**config.mk**
```make
export PLATFORM = sky130hd
export DESIGN_NAME = netlist_eval_sched
export DESIGN_NICKNAME = d
export VERILOG_FILES = /design/src/rtl/netlist_eval_sched.sv
export SDC_FILE = /design/constraint.sdc
export NUM_CORES = 1
export LEC_CHECK = 0
export CAP_MARGIN = 10
export CORE_MARGIN = 2
export CORE_UTILIZATION = 25
export CTS_CLUSTER_DIAMETER = 120
export CTS_CLUSTER_SIZE = 12
export DETAILED_ROUTE_END_ITERATION = 10
export PLACE_DENSITY = 0.66
export SYNTH_ARGS = -nofsm -noshare
export SYNTH_HDL_FRONTEND = slang
export SYNTH_SLANG_ARGS = --single-unit
```
**constraint.sdc**
```tcl
create_clock -name clk -period 4.4 [get_ports clk]
set_clock_uncertainty 0.1 [all_clocks]
set_input_delay 0.44 -clock clk [delete_from_list [all_inputs] [get_ports clk]]
set_output_delay 0.44 -clock clk [all_outputs]
set_load 0.05 [all_outputs]
```
**src/rtl/netlist_eval_sched.sv**
```systemverilog
// Round-robin scheduler that time-shares one combinational netlist among four requesters.
// Define SIGNATURE_EN to enable the output-signature register (sig); otherwise sig reads 0.
module netlist_eval_sched #(
  parameter int SETTLE = 3,
  parameter int NREQ   = 4
) (
  input  logic        clk,
  input  logic        rst,
  input  logic [3:0]  req_valid,
  input  logic [55:0] req_vec,
  output logic [3:0]  req_ready,
  output logic [13:0] dut_in,
  input  logic [7:0]  dut_out,
  output logic        rsp_valid,
  output logic [1:0]  rsp_id,
  output logic [7:0]  rsp_data,
  input  logic        rsp_ready,
  output logic        busy,
  output logic [7:0]  sig,
  input  logic        sig_clr
);

  typedef enum logic [1:0] {
    ST_IDLE   = 2'd0,
    ST_SETTLE = 2'd1,
    ST_RESP   = 2'd2
  } state_t;

  state_t      state_q, state_d;
  logic [3:0]  cnt_q, cnt_d;
  logic [1:0]  last_grant_q, last_grant_d;
  logic [13:0] dut_in_q, dut_in_d;
  logic        rsp_valid_q, rsp_valid_d;
  logic [1:0]  rsp_id_q, rsp_id_d;
  logic [7:0]  rsp_data_q, rsp_data_d;
  logic        capture;

  logic        gnt_found;
  logic [1:0]  gnt_idx;
  logic [1:0]  cand;
  logic [13:0] gnt_vec;

  // Search starts one past the previous winner, so a continuously valid requester waits at most NREQ grants.
  always_comb begin
    gnt_found = 1'b0;
    gnt_idx   = last_grant_q;
    cand      = last_grant_q;
    for (int k = 1; k <= NREQ; k++) begin
      cand = last_grant_q + 2'(k);
      if (!gnt_found && req_valid[cand]) begin
        gnt_found = 1'b1;
        gnt_idx   = cand;
      end
    end
  end

  always_comb begin
    case (gnt_idx)
      2'd0:    gnt_vec = req_vec[13:0];
      2'd1:    gnt_vec = req_vec[27:14];
      2'd2:    gnt_vec = req_vec[41:28];
      default: gnt_vec = req_vec[55:42];
    endcase
  end

  assign req_ready = (state_q == ST_IDLE && gnt_found && !rst) ? (4'b0001 << gnt_idx) : 4'b0000;

  always_comb begin
    state_d      = state_q;
    cnt_d        = cnt_q;
    last_grant_d = last_grant_q;
    dut_in_d     = dut_in_q;
    rsp_valid_d  = rsp_valid_q;
    rsp_id_d     = rsp_id_q;
    rsp_data_d   = rsp_data_q;
    capture      = 1'b0;
    case (state_q)
      ST_IDLE: begin
        if (gnt_found) begin
          dut_in_d     = gnt_vec;
          last_grant_d = gnt_idx;
          cnt_d        = 4'(SETTLE - 1);
          state_d      = ST_SETTLE;
        end
      end
      ST_SETTLE: begin
        // cnt counts the remaining stable cycles; the capture edge is exactly SETTLE edges after dut_in loaded.
        if (cnt_q == 4'd0) begin
          capture     = 1'b1;
          rsp_data_d  = dut_out;
          rsp_id_d    = last_grant_q;
          rsp_valid_d = 1'b1;
          state_d     = ST_RESP;
        end else begin
          cnt_d = cnt_q - 4'd1;
        end
      end
      ST_RESP: begin
        if (rsp_ready) begin
          rsp_valid_d = 1'b0;
          state_d     = ST_IDLE;
        end
      end
      default: state_d = ST_IDLE;
    endcase
  end

  always_ff @(posedge clk) begin
    if (rst) begin
      state_q      <= ST_IDLE;
      cnt_q        <= 4'd0;
      last_grant_q <= 2'd3;
      dut_in_q     <= 14'd0;
      rsp_valid_q  <= 1'b0;
      rsp_id_q     <= 2'd0;
      rsp_data_q   <= 8'd0;
    end else begin
      state_q      <= state_d;
      cnt_q        <= cnt_d;
      last_grant_q <= last_grant_d;
      dut_in_q     <= dut_in_d;
      rsp_valid_q  <= rsp_valid_d;
      rsp_id_q     <= rsp_id_d;
      rsp_data_q   <= rsp_data_d;
    end
  end

  assign dut_in    = dut_in_q;
  assign rsp_valid = rsp_valid_q;
  assign rsp_id    = rsp_id_q;
  assign rsp_data  = rsp_data_q;
  assign busy      = (state_q != ST_IDLE);

`ifdef SIGNATURE_EN
  logic [7:0] sig_q, sig_d;

  function automatic logic [7:0] sig_next(input logic [7:0] s, input logic [7:0] d);
    sig_next = {s[6:0], 1'b0} ^ (s[7] ? 8'h1D : 8'h00) ^ d;
  endfunction

  always_comb begin
    sig_d = sig_q;
    if (sig_clr) begin
      sig_d = 8'h00;
    end else if (capture) begin
      sig_d = sig_next(sig_q, dut_out);
    end
  end

  always_ff @(posedge clk) begin
    if (rst) begin
      sig_q <= 8'h00;
    end else begin
      sig_q <= sig_d;
    end
  end

  assign sig = sig_q;
`else
  logic [1:0] unused_sig_in;
  assign unused_sig_in = {sig_clr, capture};
  assign sig           = 8'h00;
`endif

endmodule

```
== After elaboration in Yosys (flattened, before gate mapping) ==
Cells that the tools add are included.
Word-level totals
  bits in registers: 33
  bits of input ports: 72
  logic and storage cells: 72
Operators by class
  add/sub/neg operators: 4
  $lt $le $gt $ge: 4
  eq/ne operators: 8
  shift operators: 1
  muxes and demuxes: 28
  reduce and logical (&&, ||, !) cells: 20
Operators with widths (number)
  14-bit one-hot mux with 3 select lines: 1
  2-bit 2-to-1 mux: 7
  2-bit by 3-bit < comparator with 1-bit output (second input constant): 4
  4-bit 2-to-1 mux: 3
  1-bit 2-to-1 mux: 10
  3-bit AND reduction: 3
  1-bit binary-select mux with 2-bit select: 4
  2-bit inequality test (second input constant): 4
  4-bit one-hot mux with 2 select lines: 1
  2-bit one-hot mux with 3 select lines: 1
  2-bit nonzero test: 3
  1-bit logical AND: 5
  2-bit adder (second input constant): 2
  2-bit by 1-bit equality test with 1-bit output (second input constant): 2
  2-bit equality test (second input constant): 2
  1-bit logical NOT: 4
  2-bit logical NOT: 2
  4-bit logical NOT: 1
  2-bit AND reduction: 2
  1-bit by 2-bit left shift with 4-bit output (first input constant): 1
  4-bit by 1-bit subtractor with 4-bit output (second input constant): 1
  2-bit by 1-bit adder with 2-bit output (second input constant): 1
  1-bit one-hot mux with 2 select lines: 1

== Depth between registers and ports, before layout ==
Gate-level depths: netlist of the first run.
  depth after elaboration: 16
  depth in mapped cells: 7
  mapped depth without buffers: 7

== Worst setup path before layout of the first run ==
No wires, ideal clock.
  kind: input to output
  start point: input req_valid[3]
  end point: output req_ready[2]
  arrival: 1.900 ns
  slack: 1.960 ns
  stages: 6
  buffers on the path: 1
  cells stage by stage: nor2b_1 o21ai_0 o21ai_0 nand2_2 buf_4 nor2_1
Between the ends
  longest elaborated chain between the ends: 15
  elaborated cells between the ends (all ways): 26
RTL lines
  start, declared: line 9  | input logic [3:0] req_valid,
  1-bit binary-select mux with 2-bit select: line 50  | if (!gnt_found && req_valid[cand]) begin
  1-bit 2-to-1 mux (implied by the code): line 50
  1-bit 2-to-1 mux: line 50
  1-bit logical NOT: line 50
  1-bit logical AND: line 50
  1-bit 2-to-1 mux: line 50
  1-bit logical NOT: line 50
  1-bit logical AND: line 50
  1-bit 2-to-1 mux: line 50
  1-bit logical NOT: line 50
  1-bit logical AND: line 50
  1-bit 2-to-1 mux: line 50
  1-bit logical AND (2 in a row): line 66  | assign req_ready = (state_q == ST_IDLE && gnt_found && !rst) ? (4'b0001 << gnt_idx) : 4'b0000;
  4-bit 2-to-1 mux *: line 66
  end, declared: line 11  | output logic [3:0] req_ready,
Mark *: on every way between the ends. The rest lies on a longest branch, timed or not. The select of a mux whose other input is x is not followed.

== Final worst setup path of the first run ==
  start point: input req_valid[3]
  end point: output req_ready[0]
The elaborated chain is that of the path after synthesis.

==> results_dict.tcl, run 1 <==
set metrics [dict create \
    cap_violations 0 \
    post_cts_resized 0 \
    tns_ns 0 \
    critPathRequiredTime_ns 3.86 \
    clockBufferDepth 2 \
    syn_inst 220 \
    drtIter0Drc 44 \
    synth_top_area_share_pct 34.60 \
    syn_to_final_growth_pct 58.32 \
    status "finished, final reports clean" \
    htreeDepth 2 \
    synth-simple-area-share_pct 20.25 \
    slew_violations 0 \
    ant_nets 0 \
    dp_hpwl_um 4414 \
    layout-drive-gt1-share_pct 6.349 \
    cts_num_sinks 33 \
    die_h_um 91.39 \
    synthXorXnorAreaFrac_pct 0.9174 \
    grt_max_degree 19 \
    hold_buffers 0 \
    start_kind "primary input" \
    wirelength_um 5962 \
    grt_antenna_before_repair 0 \
    vias 1938 \
    period_minus_slack_ns 3.415 \
    rsz0062_at_grt "no" \
    dp.cells 406 \
    p_int_w 0.0007651 \
    hold_path.class "reg -> reg" \
    clkPwrFrac_pct 16.1 \
    endpoint_kind "output port" \
    numPortBuffers 100 \
    max_slew.worst_pin.slew_ns 0.8247 \
    place_ws_ns 0.9676 \
    n_antenna_cell 0 \
    yosysSeqAreaShare_pct 34.60 \
    synth_area_per_cell_um2 8.679 \
    nNetsFinal 387 \
    setup_violations 0 \
    synth-seq-cells 33 \
    fin_cells 414 \
    synth_adder_area_share_pct 0.6553 \
    synth_top_family_by_area "compound AO/OA/AOI/OAI gates" \
    finalWorstSetupSlack_ns 0.9855 \
    yosysMostFrequentCell "dfxtp_1" \
    core-area_um2 7331 \
    synth_top_flop_cell "dfxtp_1" \
    viasPerCell 4.681 \
    async_flop_share_pct 0 \
    hold_violations 0 \
    insertion_delay_ns 0.28 \
    overflow 0 \
    path_clk_slew_ns 0.07 \
    grt_pass1_vias 1916 \
    synth_commonest_cells "dfxtp_1, mux2i_1, nand2_1, nor2_1, a21o_1" \
    routabilityCongestion 0.7857 \
    crit_type "in -> out" \
    grt_pass1_wl_um 9418 \
    root_buffer "clkbuf_8" \
    worstPathArrival_ns 2.87 \
    synth-compound-area-share_pct 22.74 \
    first_pass_iters 4 \
    synth_area_um2 1909 \
    yosysTopAreaCell "dfxtp_1" \
    synth_warnings 0 \
    sequentialPowerShare_pct 30.2 \
    rows 31 \
    cts_tree "done" \
    die_w_um 91.39 \
    synth_edf_count 0 \
    slew_headroom_pct 45.02 \
    drc_errors 0 \
    synthMuxAreaShare_pct 12.58 \
    wl_per_cell_um 14.40 \
    leakagePower_nw 1.187 \
    dieArea_um2 8352 \
    power.share.switching_pct 44.26 \
    ios 110 \
    power_density_nw_per_um2 454.1 \
    total_power_w 0.001373 \
    min_period_over_period_pct 77.60 \
    combinationalPowerShare_pct 53.8 \
    synthTopCellsByArea "dfxtp_1, mux2i_1, a21o_1" \
    initial_core_util_pct 26.05 \
    peakVddDrop_uv 248.9 \
    fmax_mhz 292.9 \
    crit_fanout 14 \
    cts_setup_buffers 0 \
    grt_use_total_pct 14.08 \
    yosysUniqueCellTypes 41 \
    p_sw_w 0.0006076 \
    cts_made_buffers 5 \
]
flip-flops by register name, summed over array words and instances (netlist names):
| name | flops |
|---|---|
| rsp_data | 8 |
| rsp_id | 2 |
| last_grant_q | 2 |
| state_q | 2 |
| dut_in | 14 |
| cnt_q | 4 |
| rsp_valid | 1 |
metrics by stage:
step | utilization, % | cell area [µm²] | hold slack, ns
finish | 41.24 | 3023 | 0.3612
global placement | 40.11 | 2940 | 0.3467
detailed placement | 40.11 | 2940 | 0.3493
floorplan | - | 1936 | 0.3853
CTS | 41.24 | 3023 | 0.3643
global route | 41.24 | 3023 | 0.3776
critical path, cell delays in order:
cell and delay (ns):
clkdlybuf4s50_1 0.44, nor2b_1 0.18, o21ai_2 0.53, nand3_2 0.28, nor2_1 0.17, clkdlybuf4s50_1 0.82
metal layers:
metal	track usage (%)	routed length, µm	part of all wire [%]	up-vias
met4	2.652	16	0.27	0
met1	17.28	2590	43	886
met3	5.560	499	8.4	2
met5	0	0	0	-
met2	23.41	2856	48	76
li1	-	-	-	974
power by group through the flow:
stage | sequential, W | clock [W] | combinational [W]
after floorplan | 0.000589 | 0 | 0.000343
after global placement | 0.000417 | 0 | 0.000736
after detailed placement | 0.000421 | 0 | 0.000741
after CTS | 0.000414 | 0.000233 | 0.000744
after global routing | 0.000423 | 0.000249 | 0.000787
final | 0.000414 | 0.000221 | 0.000738
worst paths after layout:
kind / startpoint / endpoint / slack, ns / cells after the start
setup / recovery: req_valid[3] / req_ready[0] / 0.99 / 6
hold reg to reg: rsp_valid / rsp_valid / 0.36 / 2
setup reg to reg: last_grant_q[0] / dut_in[2] / 2.15 / 6
hold / removal: rsp_valid / rsp_valid / 0.36 / 2
cell type report:
| type | count | area (µm²) |
|---|---|---|
| Fill cell | 728 | 4308 |
| Multi-Input combinational cell | 168 | 1121 |
| Timing Repair Buffer | 103 | 1023 |
| Sequential cell | 33 | 660.6 |
| Tap cell | 99 | 123.9 |
| Clock buffer | 6 | 72.57 |
| Inverter | 3 | 11.26 |
| Clock inverter | 2 | 10.01 |
layout by cell type, fill, tap and decap left out, types with 2 or more instances in the layout:
cell | netlist | layout
mux2i_1 | 24 | 24
nor2b_1 | 4 | 4
nor2_1 | 21 | 21
a21oi_2 | 2 | 2
clkinv_2 | 0 | 2
a21oi_1 | 5 | 5
clkbuf_8 | 0 | 5
nand3_1 | 2 | 2
nand2_1 | 21 | 21
o21a_1 | 2 | 2
buf_4 | 9 | 3
xnor2_1 | 2 | 2
a21o_1 | 14 | 14
o31ai_1 | 13 | 13
dfxtp_1 | 33 | 33
o211ai_1 | 13 | 13
conb_1 | 1 | 8
o21ai_0 | 4 | 4
nand2b_1 | 3 | 3
clkdlybuf4s50_1 | 0 | 100
inv_1 | 3 | 3
nand4_1 | 13 | 13
cell families after synthesis:
logic type      after synthesis
simple gates                 75
compound gates               58
flops                        33
buf+inv                      26
mux                          24
xor+xnor                      2
fa+ha+maj                     1
other cells                   1
No activity file was read; power rests on OpenSTA's default activity.
==> run 2: changes to the inputs <==
--- a/config.mk
+++ b/config.mk
@@ -11,7 +11,7 @@
 export CTS_CLUSTER_DIAMETER = 120
 export CTS_CLUSTER_SIZE = 12
 export DETAILED_ROUTE_END_ITERATION = 10
-export PLACE_DENSITY = 0.66
+export PLACE_DENSITY = 0.68
 export SYNTH_ARGS = -nofsm -noshare
 export SYNTH_HDL_FRONTEND = slang
 export SYNTH_SLANG_ARGS = --single-unit
==> constraint.sdc (replaced) <==
create_clock -name clk -period 3.1 [get_ports clk]
set_clock_uncertainty 0.1 [all_clocks]
set_input_delay 0.31 -clock clk [delete_from_list [all_inputs] [get_ports clk]]
set_output_delay 0.31 -clock clk [all_outputs]
set_load 0.05 [all_outputs]
==> results_dict.tcl, run 2 (synthesized netlist as in run 1, its figures left out) <==
set metrics [dict create \
    syn_to_final_growth_pct 64.68 \
    core-area_um2 7331 \
    fmax_mhz 389.6 \
    grt_antenna_before_repair 0 \
    crit_fanout 14 \
    wl_per_cell_um 14.04 \
    setup_violations 0 \
    layout-drive-gt1-share_pct 9.091 \
    hold_buffers 0 \
    viasPerCell 4.689 \
    overflow 0 \
    final_cell_mix "clkdlybuf4s50_1, dfxtp_1, mux2i_1" \
    p_sw_w 0.0008734 \
    period_minus_slack_ns 2.567 \
    largest_reg_flops 14 \
    path_clk_slew_ns 0.07 \
    die_h_um 91.39 \
    grt_pass1_wl_um 9363 \
    clockBufferDepth 2 \
    insertion_delay_ns 0.28 \
    dieArea_um2 8352 \
    ff2ff_setup_slack_ns 1.05 \
    power.share.switching_pct 40.71 \
    holdPathEnd "rsp_id[0]" \
    nNetsFinal 391 \
    drtIter0Drc 30 \
    final_core_util_pct 42.89 \
    numPortBuffers 100 \
    die_w_um 91.39 \
    vias 1960 \
    cts_setup_buffers 0 \
    cts_tree "done" \
    grt_use_total_pct 14.10 \
    start_kind "primary input" \
    grt_pass1_vias 1877 \
    hold_depth 2 \
    slew_headroom_pct 51.90 \
    p_int_w 0.001272 \
    hold_path.class "reg -> reg" \
    status "finished, final reports clean" \
    final_common_cell "clkdlybuf4s50_1" \
    rows 31 \
    min_from "rsp_id[0]" \
    cap_violations 0 \
    drc_errors 0 \
    clkPwrFrac_pct 22.7 \
    nFillCells 710 \
    peakVddDrop_uv 332.3 \
    sequentialPowerShare_pct 27.2 \
    max_slew.worst_pin.slew_ns 0.7215 \
    grt_max_degree 19 \
    n_antenna_cell 0 \
    tns_ns 0 \
    htreeDepth 2 \
    leakagePower_nw 1.247 \
    critPathRequiredTime_ns 2.69 \
    r2r_cells 6 \
    routabilityCongestion 0.8577 \
    power_density_nw_per_um2 682.3 \
    ant_nets 0 \
    rsz0062_at_grt "no" \
    combinationalPowerShare_pct 50.0 \
    min_period_over_period_pct 82.81 \
    wirelength_um 5868 \
    cts_made_buffers 5 \
    slew_violations 0 \
    hold_violations 0 \
    worstReg2RegStart "cnt_q[0]" \
    whs_ns 0.3662 \
    rr_endpoint "rsp_data[2]" \
    cts_num_sinks 33 \
    initial_core_util_pct 26.05 \
    dp_hpwl_um 4390 \
    ios 110 \
    post_cts_resized 0 \
    endpoint_kind "output port" \
    root_buffer "clkbuf_8" \
    crit_type "in -> out" \
    first_pass_iters 4 \
    worstPathArrival_ns 2.16 \
]
-- run 2: cell types whose count changed in the layout (fill, tap and decap cells not counted), sizes merged --
cell           previous run  this run
clkinv                    2         1
bufinv                    0         2
clkdlybuf4s50           100        96
buf                       3        11
clkbuf                    6         5
-- run 2: worst max path at each step --
stage	startpoint	to	slack (ns)	depth (start not counted)
after global placement	req_valid[3]	req_ready[1]	0.54	6
final	req_valid[3]	req_ready[3]	0.53	6
after detailed placement	req_valid[3]	req_ready[1]	0.52	6
after floorplan	last_grant_q[0]	req_ready[2]	0.86	6
after CTS	req_valid[3]	req_ready[1]	0.50	6
after global routing	req_valid[3]	req_ready[3]	0.39	6
-- run 2: worst max-delay path, cell delays in order --
cell	delay (ns)
clkdlybuf4s50_1	0.52
nor2b_1	0.26
o21a_1	0.49
nor3_2	0.18
nor2_1	0.23
buf_12	0.17
-- run 2: routing by layer --
metal / vias up / part of all wire, % / global-route usage [%]
met4: 0 / 0.65 / 3.914
met5: - / 0 / 0
met2: 82 / 45 / 23.16
met1: 897 / 45 / 17.27
li1: 977 / - / -
met3: 4 / 9.1 / 5.145
-- run 2: final cells by class --
| type | count | area (µm²) | share of cell area [%] |
|---|---|---|---|
| Clock inverter | 3 | 65.06 | 2.069 |
| Tap cell | 99 | 123.9 | 3.940 |
| Clock buffer | 5 | 68.82 | 2.189 |
| Inverter | 3 | 11.26 | 0.3581 |
| Multi-Input combinational cell | 168 | 1121 | 35.65 |
| Timing Repair Buffer | 107 | 1094 | 34.78 |
| Sequential cell | 33 | 660.6 | 21.01 |
-- run 2: power by group through the flow --
stage	registers [W]	clock network [W]	logic (W)
global route	0.000601	0.000521	0.00114
CTS	0.000586	0.000507	0.00108
detailed placement	0.000594	0	0.00108
global placement	0.000592	0	0.00107
floorplan	0.000837	0	0.000487
finish	0.000584	0.000488	0.00107
-- run 2: stage by stage --
stage	cell area (µm²)	worst slack, ns	instances	total power [W]
after global placement	3010	0.5431	410	0.001662
final	3144	0.5329	418	0.002145
after global routing	3144	0.3881	418	0.002265
after detailed placement	3010	0.5179	410	0.001675
after CTS	3144	0.4967	418	0.002177
after floorplan	1936	0.8631	227	0.001323
==> run 3: changes to the inputs <==
--- a/config.mk
+++ b/config.mk
@@ -11,7 +11,7 @@
 export CTS_CLUSTER_DIAMETER = 120
 export CTS_CLUSTER_SIZE = 12
 export DETAILED_ROUTE_END_ITERATION = 10
-export PLACE_DENSITY = 0.68
+export PLACE_DENSITY = 0.66
 export SYNTH_ARGS = -nofsm -noshare
 export SYNTH_HDL_FRONTEND = slang
 export SYNTH_SLANG_ARGS = --single-unit
==> constraint.sdc (replaced) <==
create_clock -name clk -period 2.65 [get_ports clk]
set_clock_uncertainty 0.1 [all_clocks]
set_input_delay 0.265 -clock clk [delete_from_list [all_inputs] [get_ports clk]]
set_output_delay 0.265 -clock clk [all_outputs]
set_load 0.05 [all_outputs]
==> results_dict.tcl, run 3 (synthesized netlist as in run 1, its figures left out) <==
set metrics [dict create \
    insertion_delay_ns 0.29 \
    fin_area_um2 3131 \
    viasPerCell 4.801 \
    cap_violations 0 \
    peakVddDrop_uv 429.4 \
    cts_tree "done" \
    critPathRequiredTime_ns 2.29 \
    grt_max_degree 19 \
    max_slew.worst_pin.slew_ns 0.5720 \
    crit_fanout 16 \
    hold_violations 0 \
    numPortBuffers 100 \
    setup_violations 0 \
    htreeDepth 2 \
    grt_antenna_before_repair 0 \
    routabilityCongestion 0.8667 \
    critical-path-max-stage-delay_ns 0.52 \
    nFillCells 721 \
    critical_path.cell_chain "clkdlybuf4s50_1, or2b_1, a21o_1, nand3_2, nor2_1, buf_12" \
    fmax_mhz 416.4 \
    fin_cells 423 \
    grt_pass1_vias 2049 \
    grt_use_total_pct 14.37 \
    ios 110 \
    core-area_um2 7331 \
    crit_start "req_valid[2]" \
    die_w_um 91.39 \
    drc_errors 0 \
    hold_path.class "reg -> reg" \
    initial_core_util_pct 26.05 \
    syn_to_final_growth_pct 63.96 \
    dp.cells 415 \
    drtIter0Drc 70 \
    status "finished, final reports clean" \
    wl_per_cell_um 14.14 \
    endpoint_kind "output port" \
    layout-drive-gt1-share_pct 10.19 \
    n_antenna_cell 0 \
    root_buffer "clkbuf_8" \
    final_cell_mix "clkdlybuf4s50_1, dfxtp_1, mux2i_1" \
    dp_hpwl_um 4549 \
    start_kind "primary input" \
    rsz0062_at_grt "no" \
    largest_reg_flops 14 \
    overflow 0 \
    cts_num_sinks 33 \
    leakagePower_nw 1.248 \
    min_from "rsp_valid" \
    first_pass_iters 4 \
    final_common_cell "clkdlybuf4s50_1" \
    period_minus_slack_ns 2.402 \
    wirelength_um 5983 \
    cts_made_buffers 5 \
    clockBufferDepth 2 \
    crit_type "in -> out" \
    tns_ns 0 \
    worstPathArrival_ns 2.04 \
    dieArea_um2 8352 \
    min_period_over_period_pct 90.63 \
    path_clk_slew_ns 0.07 \
    vias 2031 \
    slew_headroom_pct 61.77 \
    power_density_nw_per_um2 746.4 \
    die_h_um 91.39 \
    whs_ns 0.3625 \
    nNetsFinal 396 \
    slew_violations 0 \
    placed_area_um2 3048 \
    worstReg2RegStart "last_grant_q[0]" \
    slowest_stage "clkdlybuf4s50_1" \
    ant_nets 0 \
    cts_setup_buffers 0 \
    hold_depth 2 \
    rows 31 \
    r2r_cells 5 \
    post_cts_resized 0 \
    hold_buffers 0 \
    grt_pass1_wl_um 9811 \
]
## run 3: routing by layer
metal	GRT usage (%)	vias to the layer above	part of all wire, %
met4	3.409	0	0.35
met2	24.14	83	49
li1	-	992	-
met5	0	-	0
met1	17.76	953	43
met3	4.647	3	7.9
## run 3: worst paths after layout
check	slack (ns)	end
setup / recovery	0.25	req_ready[2]
hold / removal	0.36	rsp_valid
setup reg to reg	0.76	dut_in[2]
hold reg to reg	0.36	rsp_valid
## run 3: area by class of cell
cell class / instances / area [µm²] / area share, %
inverter: 3 / 11.26 / 0.3597
sequential: 33 / 660.6 / 21.10
clock inverter: 2 / 10.01 / 0.3197
timing repair buffer: 112 / 1131 / 36.13
clock buffer: 6 / 72.57 / 2.318
tap: 99 / 123.9 / 3.957
multi-input combinational: 168 / 1121 / 35.81
## run 3: report_power, final
| group | switching, W | internal (W) | leakage (nW) |
|---|---|---|---|
| logic | 0.000752 | 0.000526 | 0.932 |
| clock network | 0.000191 | 0.000182 | 0.0450 |
| registers | 0.0000767 | 0.000610 | 0.271 |
## run 3: critical path: cells and delay by family
kind,cells,cell delay [ns]
AO/OA/AOI/OAI,1,0.15
buffers and inverters,2,0.69
AND/OR/NAND/NOR,3,0.91
## run 3: metrics by stage
stage,util [%],total power (W),setup WS (ns)
after floorplan,-,0.001548,0.4581
after global routing,42.70,0.002490,0.09432
after global placement,41.58,0.001974,0.2266
after CTS,42.70,0.002369,0.2069
after detailed placement,41.58,0.001986,0.2093
final,42.70,0.002337,0.2482
